File: src/rtl/reg_write_ctrl_pkg.sv
`default_nettype none
// ============================================================================
// Module      : reg_write_ctrl_pkg
// Description : Shared parameters for the register write-back path:
//               register-address and data widths, the register-file
//               write-enable encoding, and the source identifier used by
//               the write-back arbiter.
// Revision    : 1.0 - initial release
// ============================================================================
package reg_write_ctrl_pkg;

  // Datapath widths of the register file write port.
  localparam int c_reg_addr_w = 5;
  localparam int c_data_w     = 32;

  // Register-file write-enable encoding.
  localparam logic c_we_active   = 1'b1;
  localparam logic c_we_inactive = 1'b0;

  // Which source queue was granted on the most recent pop.
  typedef enum logic {
    SRC_ALU = 1'b0,
    SRC_LSU = 1'b1
  } src_e;

  // x0 is hard-wired to zero, so a write to it must never reach the file.
  function automatic logic we_encode(input logic [c_reg_addr_w-1:0] rd);
    return (rd != '0) ? c_we_active : c_we_inactive;
  endfunction

endpackage : reg_write_ctrl_pkg
`default_nettype wire

File: src/rtl/reg_write_ctrl_wb.sv
`default_nettype none
// ============================================================================
// Module      : wb_fifo
// Description : Per-source write-back queue holding {rd, data} pairs.
//               Exposes every entry's rd and valid bit so the parent can
//               detect pending writes to a queried register.
// Ports       : clk, rst_n          clock, async active-low reset
//               push, push_rd/data  enqueue (ignored when full)
//               pop                 dequeue head (ignored when empty)
//               full, empty         occupancy flags
//               head_rd, head_data  oldest entry
//               entry_rd, entry_valid  per-slot rd and occupancy
// Revision    : 1.0 - initial release
// ============================================================================
module wb_fifo
  import reg_write_ctrl_pkg::*;
#(
  parameter int DEPTH = 2   // power of two, at least 2
) (
  input  logic                                  clk,
  input  logic                                  rst_n,
  input  logic                                  push,
  input  logic [c_reg_addr_w-1:0]               push_rd,
  input  logic [c_data_w-1:0]                   push_data,
  input  logic                                  pop,
  output logic                                  full,
  output logic                                  empty,
  output logic [c_reg_addr_w-1:0]               head_rd,
  output logic [c_data_w-1:0]                   head_data,
  output logic [DEPTH-1:0][c_reg_addr_w-1:0]    entry_rd,
  output logic [DEPTH-1:0]                      entry_valid
);

  localparam int c_ptr_w = $clog2(DEPTH);
  // One extra bit so a full queue is distinguishable from an empty one.
  localparam int c_cnt_w = c_ptr_w + 1;

  logic [DEPTH-1:0][c_reg_addr_w-1:0] r_rd;
  logic [DEPTH-1:0][c_data_w-1:0]     r_data;
  logic [c_ptr_w-1:0]                 r_wr_ptr;
  logic [c_ptr_w-1:0]                 r_rd_ptr;
  logic [c_cnt_w-1:0]                 r_count;

  logic w_push_ok;
  logic w_pop_ok;

  assign full      = (r_count == c_cnt_w'(DEPTH));
  assign empty     = (r_count == '0);
  assign w_push_ok = push & ~full;
  assign w_pop_ok  = pop & ~empty;

  assign head_rd   = r_rd[r_rd_ptr];
  assign head_data = r_data[r_rd_ptr];
  assign entry_rd  = r_rd;

  always_ff @(posedge clk or negedge rst_n) begin
    if (!rst_n) begin
      r_rd     <= '0;
      r_data   <= '0;
      r_wr_ptr <= '0;
      r_rd_ptr <= '0;
      r_count  <= '0;
    end else begin
      if (w_push_ok) begin
        r_rd[r_wr_ptr]   <= push_rd;
        r_data[r_wr_ptr] <= push_data;
        // Depth is a power of two, so the natural pointer overflow wraps.
        r_wr_ptr         <= r_wr_ptr + c_ptr_w'(1);
      end
      if (w_pop_ok) begin
        r_rd_ptr <= r_rd_ptr + c_ptr_w'(1);
      end
      unique case ({w_push_ok, w_pop_ok})
        2'b10:   r_count <= r_count + c_cnt_w'(1);
        2'b01:   r_count <= r_count - c_cnt_w'(1);
        default: r_count <= r_count;
      endcase
    end
  end

  // A slot is occupied when its distance from the read pointer is below
  // the current occupancy.
  for (genvar i = 0; i < DEPTH; i++) begin : g_entry_valid
    logic [c_ptr_w-1:0] w_off;
    assign w_off          = c_ptr_w'(i) - r_rd_ptr;
    assign entry_valid[i] = ({1'b0, w_off} < r_count);
  end

endmodule : wb_fifo
`default_nettype wire

File: src/rtl/reg_write_ctrl.sv
`default_nettype none
// ============================================================================
// Module      : reg_write_ctrl
// Description : Merges ALU and load-unit results into the single register
//               file write port. Each source has its own queue; a
//               round-robin arbiter pops at most one head per cycle into
//               the registered write port. Hazard queries report whether a
//               register still has a write pending.
// Ports       : clk, rst_n                    clock, async active-low reset
//               alu_valid/rd/data, alu_ready  ALU result handshake
//               lsu_valid/rd/data, lsu_ready  load-unit result handshake
//               we, wr, wd                    registered write port
//               q_rs1, q_rs2                  hazard query addresses
//               rs1_busy, rs2_busy            pending-write indication
// Revision    : 1.0 - initial release
// ============================================================================
module reg_write_ctrl
  import reg_write_ctrl_pkg::*;
#(
  parameter int FIFO_DEPTH = 2   // power of two, at least 2
) (
  input  logic                      clk,
  input  logic                      rst_n,
  input  logic                      alu_valid,
  input  logic [c_reg_addr_w-1:0]   alu_rd,
  input  logic [c_data_w-1:0]       alu_data,
  output logic                      alu_ready,
  input  logic                      lsu_valid,
  input  logic [c_reg_addr_w-1:0]   lsu_rd,
  input  logic [c_data_w-1:0]       lsu_data,
  output logic                      lsu_ready,
  output logic                      we,
  output logic [c_reg_addr_w-1:0]   wr,
  output logic [c_data_w-1:0]       wd,
  input  logic [c_reg_addr_w-1:0]   q_rs1,
  input  logic [c_reg_addr_w-1:0]   q_rs2,
  output logic                      rs1_busy,
  output logic                      rs2_busy
);

  // ---------------------------------------------------------------- queues
  logic                                    w_alu_full, w_alu_empty;
  logic                                    w_lsu_full, w_lsu_empty;
  logic [c_reg_addr_w-1:0]                 w_alu_head_rd, w_lsu_head_rd;
  logic [c_data_w-1:0]                     w_alu_head_data, w_lsu_head_data;
  logic [FIFO_DEPTH-1:0][c_reg_addr_w-1:0] w_alu_entry_rd, w_lsu_entry_rd;
  logic [FIFO_DEPTH-1:0]                   w_alu_entry_valid, w_lsu_entry_valid;

  logic w_alu_push, w_lsu_push;
  logic w_grant_alu, w_grant_lsu, w_pop_any;

  // Ready depends only on occupancy, never on valid or a same-cycle pop.
  assign alu_ready  = ~w_alu_full;
  assign lsu_ready  = ~w_lsu_full;
  assign w_alu_push = alu_valid & alu_ready;
  assign w_lsu_push = lsu_valid & lsu_ready;

  wb_fifo #(
    .DEPTH (FIFO_DEPTH)
  ) u_alu_fifo (
    .clk         (clk),
    .rst_n       (rst_n),
    .push        (w_alu_push),
    .push_rd     (alu_rd),
    .push_data   (alu_data),
    .pop         (w_grant_alu),
    .full        (w_alu_full),
    .empty       (w_alu_empty),
    .head_rd     (w_alu_head_rd),
    .head_data   (w_alu_head_data),
    .entry_rd    (w_alu_entry_rd),
    .entry_valid (w_alu_entry_valid)
  );

  wb_fifo #(
    .DEPTH (FIFO_DEPTH)
  ) u_lsu_fifo (
    .clk         (clk),
    .rst_n       (rst_n),
    .push        (w_lsu_push),
    .push_rd     (lsu_rd),
    .push_data   (lsu_data),
    .pop         (w_grant_lsu),
    .full        (w_lsu_full),
    .empty       (w_lsu_empty),
    .head_rd     (w_lsu_head_rd),
    .head_data   (w_lsu_head_data),
    .entry_rd    (w_lsu_entry_rd),
    .entry_valid (w_lsu_entry_valid)
  );

  // -------------------------------------------------------------- arbiter
  src_e r_last_grant;

  // ALU wins when it is the only requester, or on a tie when the LSU was
  // served last. The LSU takes every remaining non-empty cycle.
  assign w_grant_alu = ~w_alu_empty &
                       (w_lsu_empty | (r_last_grant == SRC_LSU));
  assign w_grant_lsu = ~w_lsu_empty & ~w_grant_alu;
  assign w_pop_any   = w_grant_alu | w_grant_lsu;

  logic [c_reg_addr_w-1:0] w_sel_rd;
  logic [c_data_w-1:0]     w_sel_data;

  assign w_sel_rd   = w_grant_alu ? w_alu_head_rd   : w_lsu_head_rd;
  assign w_sel_data = w_grant_alu ? w_alu_head_data : w_lsu_head_data;

  // -------------------------------------------------------- output register
  logic                    r_we;
  logic [c_reg_addr_w-1:0] r_wr;
  logic [c_data_w-1:0]     r_wd;

  always_ff @(posedge clk or negedge rst_n) begin
    if (!rst_n) begin
      r_we         <= c_we_inactive;
      r_wr         <= '0;
      r_wd         <= '0;
      r_last_grant <= SRC_LSU;
    end else begin
      r_we <= c_we_inactive;
      if (w_pop_any) begin
        // x0 results are consumed here but never enabled on the port.
        r_we         <= we_encode(w_sel_rd);
        r_wr         <= w_sel_rd;
        r_wd         <= w_sel_data;
        r_last_grant <= w_grant_alu ? SRC_ALU : SRC_LSU;
      end
    end
  end

  assign we = r_we;
  assign wr = r_wr;
  assign wd = r_wd;

  // ---------------------------------------------------------- hazard query
  // A register is busy while any queued entry targets it or while the
  // write port is currently writing it. x0 is never busy.
  logic w_rs1_hit, w_rs2_hit;

  always_comb begin
    w_rs1_hit = 1'b0;
    w_rs2_hit = 1'b0;
    for (int i = 0; i < FIFO_DEPTH; i++) begin
      if (w_alu_entry_valid[i] && (w_alu_entry_rd[i] == q_rs1)) w_rs1_hit = 1'b1;
      if (w_lsu_entry_valid[i] && (w_lsu_entry_rd[i] == q_rs1)) w_rs1_hit = 1'b1;
      if (w_alu_entry_valid[i] && (w_alu_entry_rd[i] == q_rs2)) w_rs2_hit = 1'b1;
      if (w_lsu_entry_valid[i] && (w_lsu_entry_rd[i] == q_rs2)) w_rs2_hit = 1'b1;
    end
    if ((r_we == c_we_active) && (r_wr == q_rs1)) w_rs1_hit = 1'b1;
    if ((r_we == c_we_active) && (r_wr == q_rs2)) w_rs2_hit = 1'b1;
  end

  assign rs1_busy = (q_rs1 != '0) & w_rs1_hit;
  assign rs2_busy = (q_rs2 != '0) & w_rs2_hit;

endmodule : reg_write_ctrl
`default_nettype wire

File: config.mk
export PLATFORM = sky130hd
export DESIGN_NAME = reg_write_ctrl
export DESIGN_NICKNAME = d
export VERILOG_FILES = /design/src/rtl/reg_write_ctrl_pkg.sv /design/src/rtl/reg_write_ctrl_wb.sv /design/src/rtl/reg_write_ctrl.sv
export SDC_FILE = /design/constraint.sdc
export NUM_CORES = 1
export LEC_CHECK = 0
export CAP_MARGIN = 20
export CORE_MARGIN = 4
export CORE_UTILIZATION = 52
export CTS_CLUSTER_SIZE = 16
export DETAILED_ROUTE_END_ITERATION = 12
export PLACE_DENSITY = 0.83
export SYNTH_ARGS = -nofsm -noshare
export SYNTH_HDL_FRONTEND = slang
export SYNTH_SLANG_ARGS = --single-unit
File: constraint.sdc
create_clock -name clk -period 3 [get_ports clk]
set_input_delay 0.45 -clock clk [delete_from_list [all_inputs] [get_ports clk]]
set_output_delay 0.45 -clock clk [all_outputs]
set_load 0.02 [all_outputs]
**Yosys cells after proc, flatten, opt, wreduce, memory -nomap -nowiden**

Index checks and enable logic that the tools add are counted.

- Register bits: 195
- Bits in latches: 0
- RAM bits: 0
- Bits in read-only memories: 0
- Input port bits: 88
- Output and inout port bits: 42
- Word-level logic and storage cells: 129
- Memories: 0

- Add/sub/neg operators: 12
- Multipliers: 0
- Div/mod/pow operators: 0
- Magnitude comparators: 10
- Equality and inequality tests: 16
- Shift operators: 0
- Muxes and demuxes: 37
- Bitwise logic cells: 17
- Reductions and logical operators: 19

Operators with widths:

| operator | count |
|---|---|
| 32-bit 2-to-1 mux | 7 |
| 64-bit bitwise mux | 2 |
| 32-bit demux with 1-bit select | 2 |
| 5-bit equality test | 10 |
| 5-bit 2-to-1 mux | 7 |
| 10-bit bitwise mux | 2 |
| 5-bit nonzero test | 3 |
| 1-bit 2-to-1 mux | 13 |
| 1-bit logical AND | 12 |
| 1-bit AND | 10 |
| 5-bit demux with 1-bit select | 2 |
| 2-bit equality test (second input constant) | 4 |
| 1-bit by 2-bit < comparator with 1-bit output | 4 |
| 1-bit by 2-bit < comparator with 1-bit output (second input constant) | 4 |
| 2-bit case mux with 2 select lines | 2 |
| 1-bit inverter | 5 |
| 1-bit adder (second input constant) | 4 |
| 2-bit by 1-bit adder with 2-bit output (second input constant) | 2 |
| 2-bit by 1-bit equality test with 1-bit output (second input constant) | 2 |
| 2-bit logical NOT | 2 |
| 2-bit nonzero test | 2 |
| 1-bit subtractor (first input constant) | 4 |
| 2-bit by 1-bit subtractor with 2-bit output (second input constant) | 2 |
| 1-bit >= comparator (second input constant) | 2 |
| 1-bit OR | 2 |

**Logic depth before layout (Yosys ltp)**

- Word-level depth: 9
- Mapped depth: 10
- Gate-level depth less buffers: 8

**By module**

A second synthesis with hierarchy kept.

- Cells, all modules: 774
- Area total of the unflattened synthesis: 10191.0 um2

Modules (own cells, without submodules):

| module | instances | cells each | area an instance (um2) |
|---|---|---|---|
| wb_fifo at u_lsu_fifo | 1 | 219 | 3706.1 |
| wb_fifo at u_alu_fifo | 1 | 218 | 3580.9 |
| reg_write_ctrl | 1 | 337 | 2904.0 |

**Worst setup path after synthesis**

Ideal clock, no wire load.

- Kind: input port to output port
- Start point: input port q_rs1[2]
- End point: output port rs1_busy
- Arrival time: 1.559 ns
- Data required time: 2.550 ns
- Path slack: 0.991 ns
- Stages on the path: 5
- Path buffers: 1
- Cells stage by stage: clkbuf_1 -> xor2_1 -> nor4_1 -> a31oi_1 -> a21oi_1

- Longest elaborated chain between the ends: 8

RTL lines:

| item | RTL line | text |
|---|---|---|
| start: declaration | reg_write_ctrl.sv:35 | `input logic [c_reg_addr_w-1:0] q_rs1,` |
| 5-bit equality test | reg_write_ctrl.sv:144 | `if (w_alu_entry_valid[i] && (w_alu_entry_rd[i] == q_rs1)) w_rs1_hit = 1'b1;` |
| 1-bit logical AND | reg_write_ctrl.sv:144 |  |
| 1-bit 2-to-1 mux | reg_write_ctrl.sv:144 |  |
| 1-bit 2-to-1 mux | reg_write_ctrl.sv:145 | `if (w_lsu_entry_valid[i] && (w_lsu_entry_rd[i] == q_rs1)) w_rs1_hit = 1'b1;` |
| 1-bit 2-to-1 mux | reg_write_ctrl.sv:144 |  |
| 1-bit 2-to-1 mux | reg_write_ctrl.sv:145 |  |
| 1-bit 2-to-1 mux | reg_write_ctrl.sv:149 | `if ((r_we == c_we_active) && (r_wr == q_rs1)) w_rs1_hit = 1'b1;` |
| 1-bit AND (*) | reg_write_ctrl.sv:153 | `assign rs1_busy = (q_rs1 != '0) & w_rs1_hit;` |
| end: declaration | reg_write_ctrl.sv:37 | `output logic rs1_busy,` |

Mark *: on every way between the ends. The rest lies on a longest branch, timed or not.

**Worst setup path after layout**

- Start point: register u_alu_fifo.r_count[1]
- End point: output port rs1_busy

- Longest elaborated chain between the ends: 8

RTL lines:

| item | RTL line | text |
|---|---|---|
| start: declaration | reg_write_ctrl_wb.sv:42 | `logic [c_cnt_w-1:0] r_count;` |
| start signal: assignment | reg_write_ctrl_wb.sv:74 | `2'b10: r_count <= r_count + c_cnt_w'(1);` |
| start signal: assignment | reg_write_ctrl_wb.sv:75 | `2'b01: r_count <= r_count - c_cnt_w'(1);` |
| start signal: assignment | reg_write_ctrl_wb.sv:76 | `default: r_count <= r_count;` |
| 1-bit by 2-bit < comparator with 1-bit output | reg_write_ctrl_wb.sv:86 | `assign entry_valid[i] = ({1'b0, w_off} < r_count);` |
| 1-bit logical AND | reg_write_ctrl.sv:144 |  |
| 1-bit 2-to-1 mux | reg_write_ctrl.sv:144 |  |
| 1-bit 2-to-1 mux | reg_write_ctrl.sv:145 |  |
| 1-bit 2-to-1 mux (*) | reg_write_ctrl.sv:144 |  |
| 1-bit 2-to-1 mux (*) | reg_write_ctrl.sv:145 |  |
| 1-bit 2-to-1 mux (*) | reg_write_ctrl.sv:149 |  |
| 1-bit AND (*) | reg_write_ctrl.sv:153 |  |

Marked as above.

==> impl_metrics.toml <==
[outcome]
status = "completed"

[floorplanning]
dieArea_um2 = 20300
core_um2 = 17500
die_width_um = 142
io_pins = 130
start_util = 0.538
die_h_um = 142
rows = 48

[critical_path]
critical_path.max_stage_delay_ns = 0.66
cp_max_fo = 8
cp-end-kind = "primary output"
worst_path_max_delay_cell = "dfrtp_1"
worstPathCellList = "a21o_1, nand2_1, o22ai_1, a31oi_1, a21oi_1, clkdlybuf4s50_1"
worstSetupPathType = "register to primary output"
startpoint = "u_alu_fifo.r_count[1]"
cp.arrival_ns = 2.38
r2r-start = "u_alu_fifo.r_count[1]"
startpoint_type = "register"
crit_required_ns = 2.55

[detailed_routing]
drt_iter0_markers = 401
drt-total-wl_mm = 22.3
vias_per_cell = 5.70
first_pass_iters = 4
ant_nets = 0
drc = 0
post_drt_wl_per_cell_um = 21.6
vias = 5902

[layout]
nets = 889
diodes = 0
syn_to_final_growth_pct = 21.3
drive_gt1_frac = 0.258
utilization = 0.652

[yosys]
syn_area_per_cell_um2 = 13.7
syn_nets = 775
synth-xor-area-share = 0.0559
synth.distinct_cells = 40
synthMuxAreaShare = 0.282
netlist_area_um2 = 9400
synthAdderAreaFrac = 0.00266
synth_edf_count = 0
synth_compound_area_frac = 0.0503
ys.warnings.count = 0
ys_seq_area_frac = 0.519
synth-seq-cells = 195
async_reset_ff_frac = 1.00
synthSimpleGateAreaFrac = 0.0526
synth_flop_cell = "dfrtp_1"
synth_top_family_by_area = "multiplexers"
synthCells = 685

[global_routing]
grt_max_degree = 86
grt_pass1_wl_mm = 36.0
grt_pass1_vias = 6634
track_usage = 0.227
antenna_found_initial = 0
grt-ovfl-total = 0

[sta]
min_period_ns = 2.83
fin_worst_skew_ns = 0.0110
achievable-frequency_mhz = 353
finalSetupViolations = 0
worst_pin_slew_ns = 0.854
relSlewSlack = 0.431
fin_hold_ws_ns = 0.0705
finalCritPeriodShare = 0.944
final-hold-violation-count = 0
rsz0062_at_grt = "no"
report.final.slew_viol_count = 0

[cts]
clk_path_buf_depth = 2
numCtsBuffers = 17
post_cts_buffers = 0
cts.htree.levels = 4
cts_root_buffer = "clkbuf_16"
clk_latency_ns = 0.43
cts.sinks = 195
hold_buffers = 0
cts_tree = "built"
clk_pin_slew_ns = 0.07

[place]
place.gp.congestion = 0.939
hpwl_mm = 15.1
portBuffers = 129

[pwr]
seqPwrFrac = 0.380
p_leak_nw = 4.99
peakVddDrop_uv = 732
p_switching_w = 0.00498
clock_power_share = 0.170
p_per_area_nw_per_um2 = 1200
sw_frac_of_total = 0.363
power_w = 0.0137
p_int_w = 0.00873
p_comb_frac = 0.451

[run]
drv_cap = 0

[min_path]
hold_class = "input port to async pin"
## state kept, by name, summed over array words and instances, names as in the netlist
signal / flops
r_last_grant: 1
u_alu_fifo.entry_rd: 10
u_alu_fifo.r_count: 2
u_alu_fifo.r_data: 64
u_alu_fifo.r_rd_ptr: 1
u_alu_fifo.r_wr_ptr: 1
u_lsu_fifo.entry_rd: 10
u_lsu_fifo.r_count: 2
u_lsu_fifo.r_data: 64
u_lsu_fifo.r_rd_ptr: 1
u_lsu_fifo.r_wr_ptr: 1
wd: 32
we: 1
wr: 5
## kinds of logic after synthesis
group | count (synthesis)
buffers and inverters | 49
multiplexers | 222
adder cells (fa/ha/maj) | 2
AO/OA/AOI/OAI | 69
flip-flops | 195
AND/OR/NAND/NOR | 88
XOR/XNOR | 60
## power by group through the flow
| stage | registers [W] | logic [W] | clock network (W) |
|---|---|---|---|
| finish | 0.00520 | 0.00618 | 0.00232 |
| global route | 0.00536 | 0.00667 | 0.00247 |
| CTS | 0.00519 | 0.00623 | 0.00236 |
| detailed placement | 0.00521 | 0.00619 | 0 |
| global placement | 0.00512 | 0.00598 | 0 |
| floorplan | 0.00505 | 0.00445 | 0 |
## metrics by stage
step | setup WS (ns) | cell area (µm²) | TNS, ns | std cells
2_1_floorplan | 0.991 | 9400 | 0 | 685
3_3_place_gp | 0.0272 | 10800 | 0 | 1005
3_5_place_dp | -0.00845 | 10800 | -0.00845 | 1005
4_1_cts | 0.0396 | 11400 | 0 | 1035
5_1_grt | 0.0279 | 11400 | 0 | 1035
6_report | 0.168 | 11400 | 0 | 1035
## Yosys cell counts, drive strengths merged (3+ instances only)
cell / n / area [µm²]
a31oi: 3 / 18.8
o221ai: 22 / 193
nor2b: 4 / 25.0
nor4: 5 / 46.3
nand4: 5 / 31.3
buf: 40 / 315
nand2: 42 / 173
xnor2: 38 / 333
o2111ai: 3 / 26.3
clkbuf: 7 / 26.3
xor2: 22 / 193
nand3: 3 / 40.0
mux2i: 59 / 591
mux2: 163 / 2060
dfrtp: 194 / 4850
o21ai: 19 / 98.9
nor3: 6 / 30.0
a21oi: 16 / 80.1
nor2: 19 / 106
## layout by cell type (no fill, tap or decap), types with 4 or more instances in the layout
cell type and instances:
a21oi_1 16, buf_12 4, buf_4 9, clkbuf_16 17, clkdlybuf4s50_1 121, dfrtp_1 191, dlymetal6s2s_1 5, mux2_1 14
mux2_2 89, mux2_4 60, mux2i_1 59, nand2_1 40, nand4_1 5, nor2_1 16, nor2b_1 4, nor3_1 6
o21ai_0 18, o221ai_1 22, xnor2_1 38, xor2_1 22
## worst paths after layout
path / to / slack (ns) / cells after the start
setup / recovery: rs1_busy / 0.17 / 6
hold / removal: wd[2] / 0.07 / 1
setup reg to reg: u_alu_fifo.r_data[58] / 0.89 / 3
hold reg to reg: u_alu_fifo.r_data[9] / 0.49 / 1
max in group asynchronous: wd[13] / 2.11 / 2
min in group clk: u_alu_fifo.r_data[9] / 0.49 / 1
## what timing repair did
item                                    in CTS  in global routing
pin swaps                                    0                  0
endpoints found under the setup margin       1                  2
resized for setup                            3                  6
## layer usage
layer  track usage  vias to the layer above  wire length [µm]
met3        0.0497                       26               910
met1         0.293                     3061              9640
met2         0.388                      145             11400
met5             0                        -                 0
met4        0.0655                        0               400
li1              -                     2670                 -
## layout make-up
cell class                      instances  area [µm²]
Timing Repair Buffer                  142        1450
Clock inverter                         10         150
Clock buffer                           20         447
Inverter                                2        7.51
Tap cell                              225         282
Sequential cell                       195        4880
Fill cell                            1269        6080
Multi-Input combinational cell        441        4180
## worst max-delay path: cells and delay by family, from the launching register on
family,cells,cell delay (ns)
flops,1,0.66
simple gates,1,0.09
compound gates,4,0.59
buf+inv,1,0.62
Power figures use the tool's default switching activity.
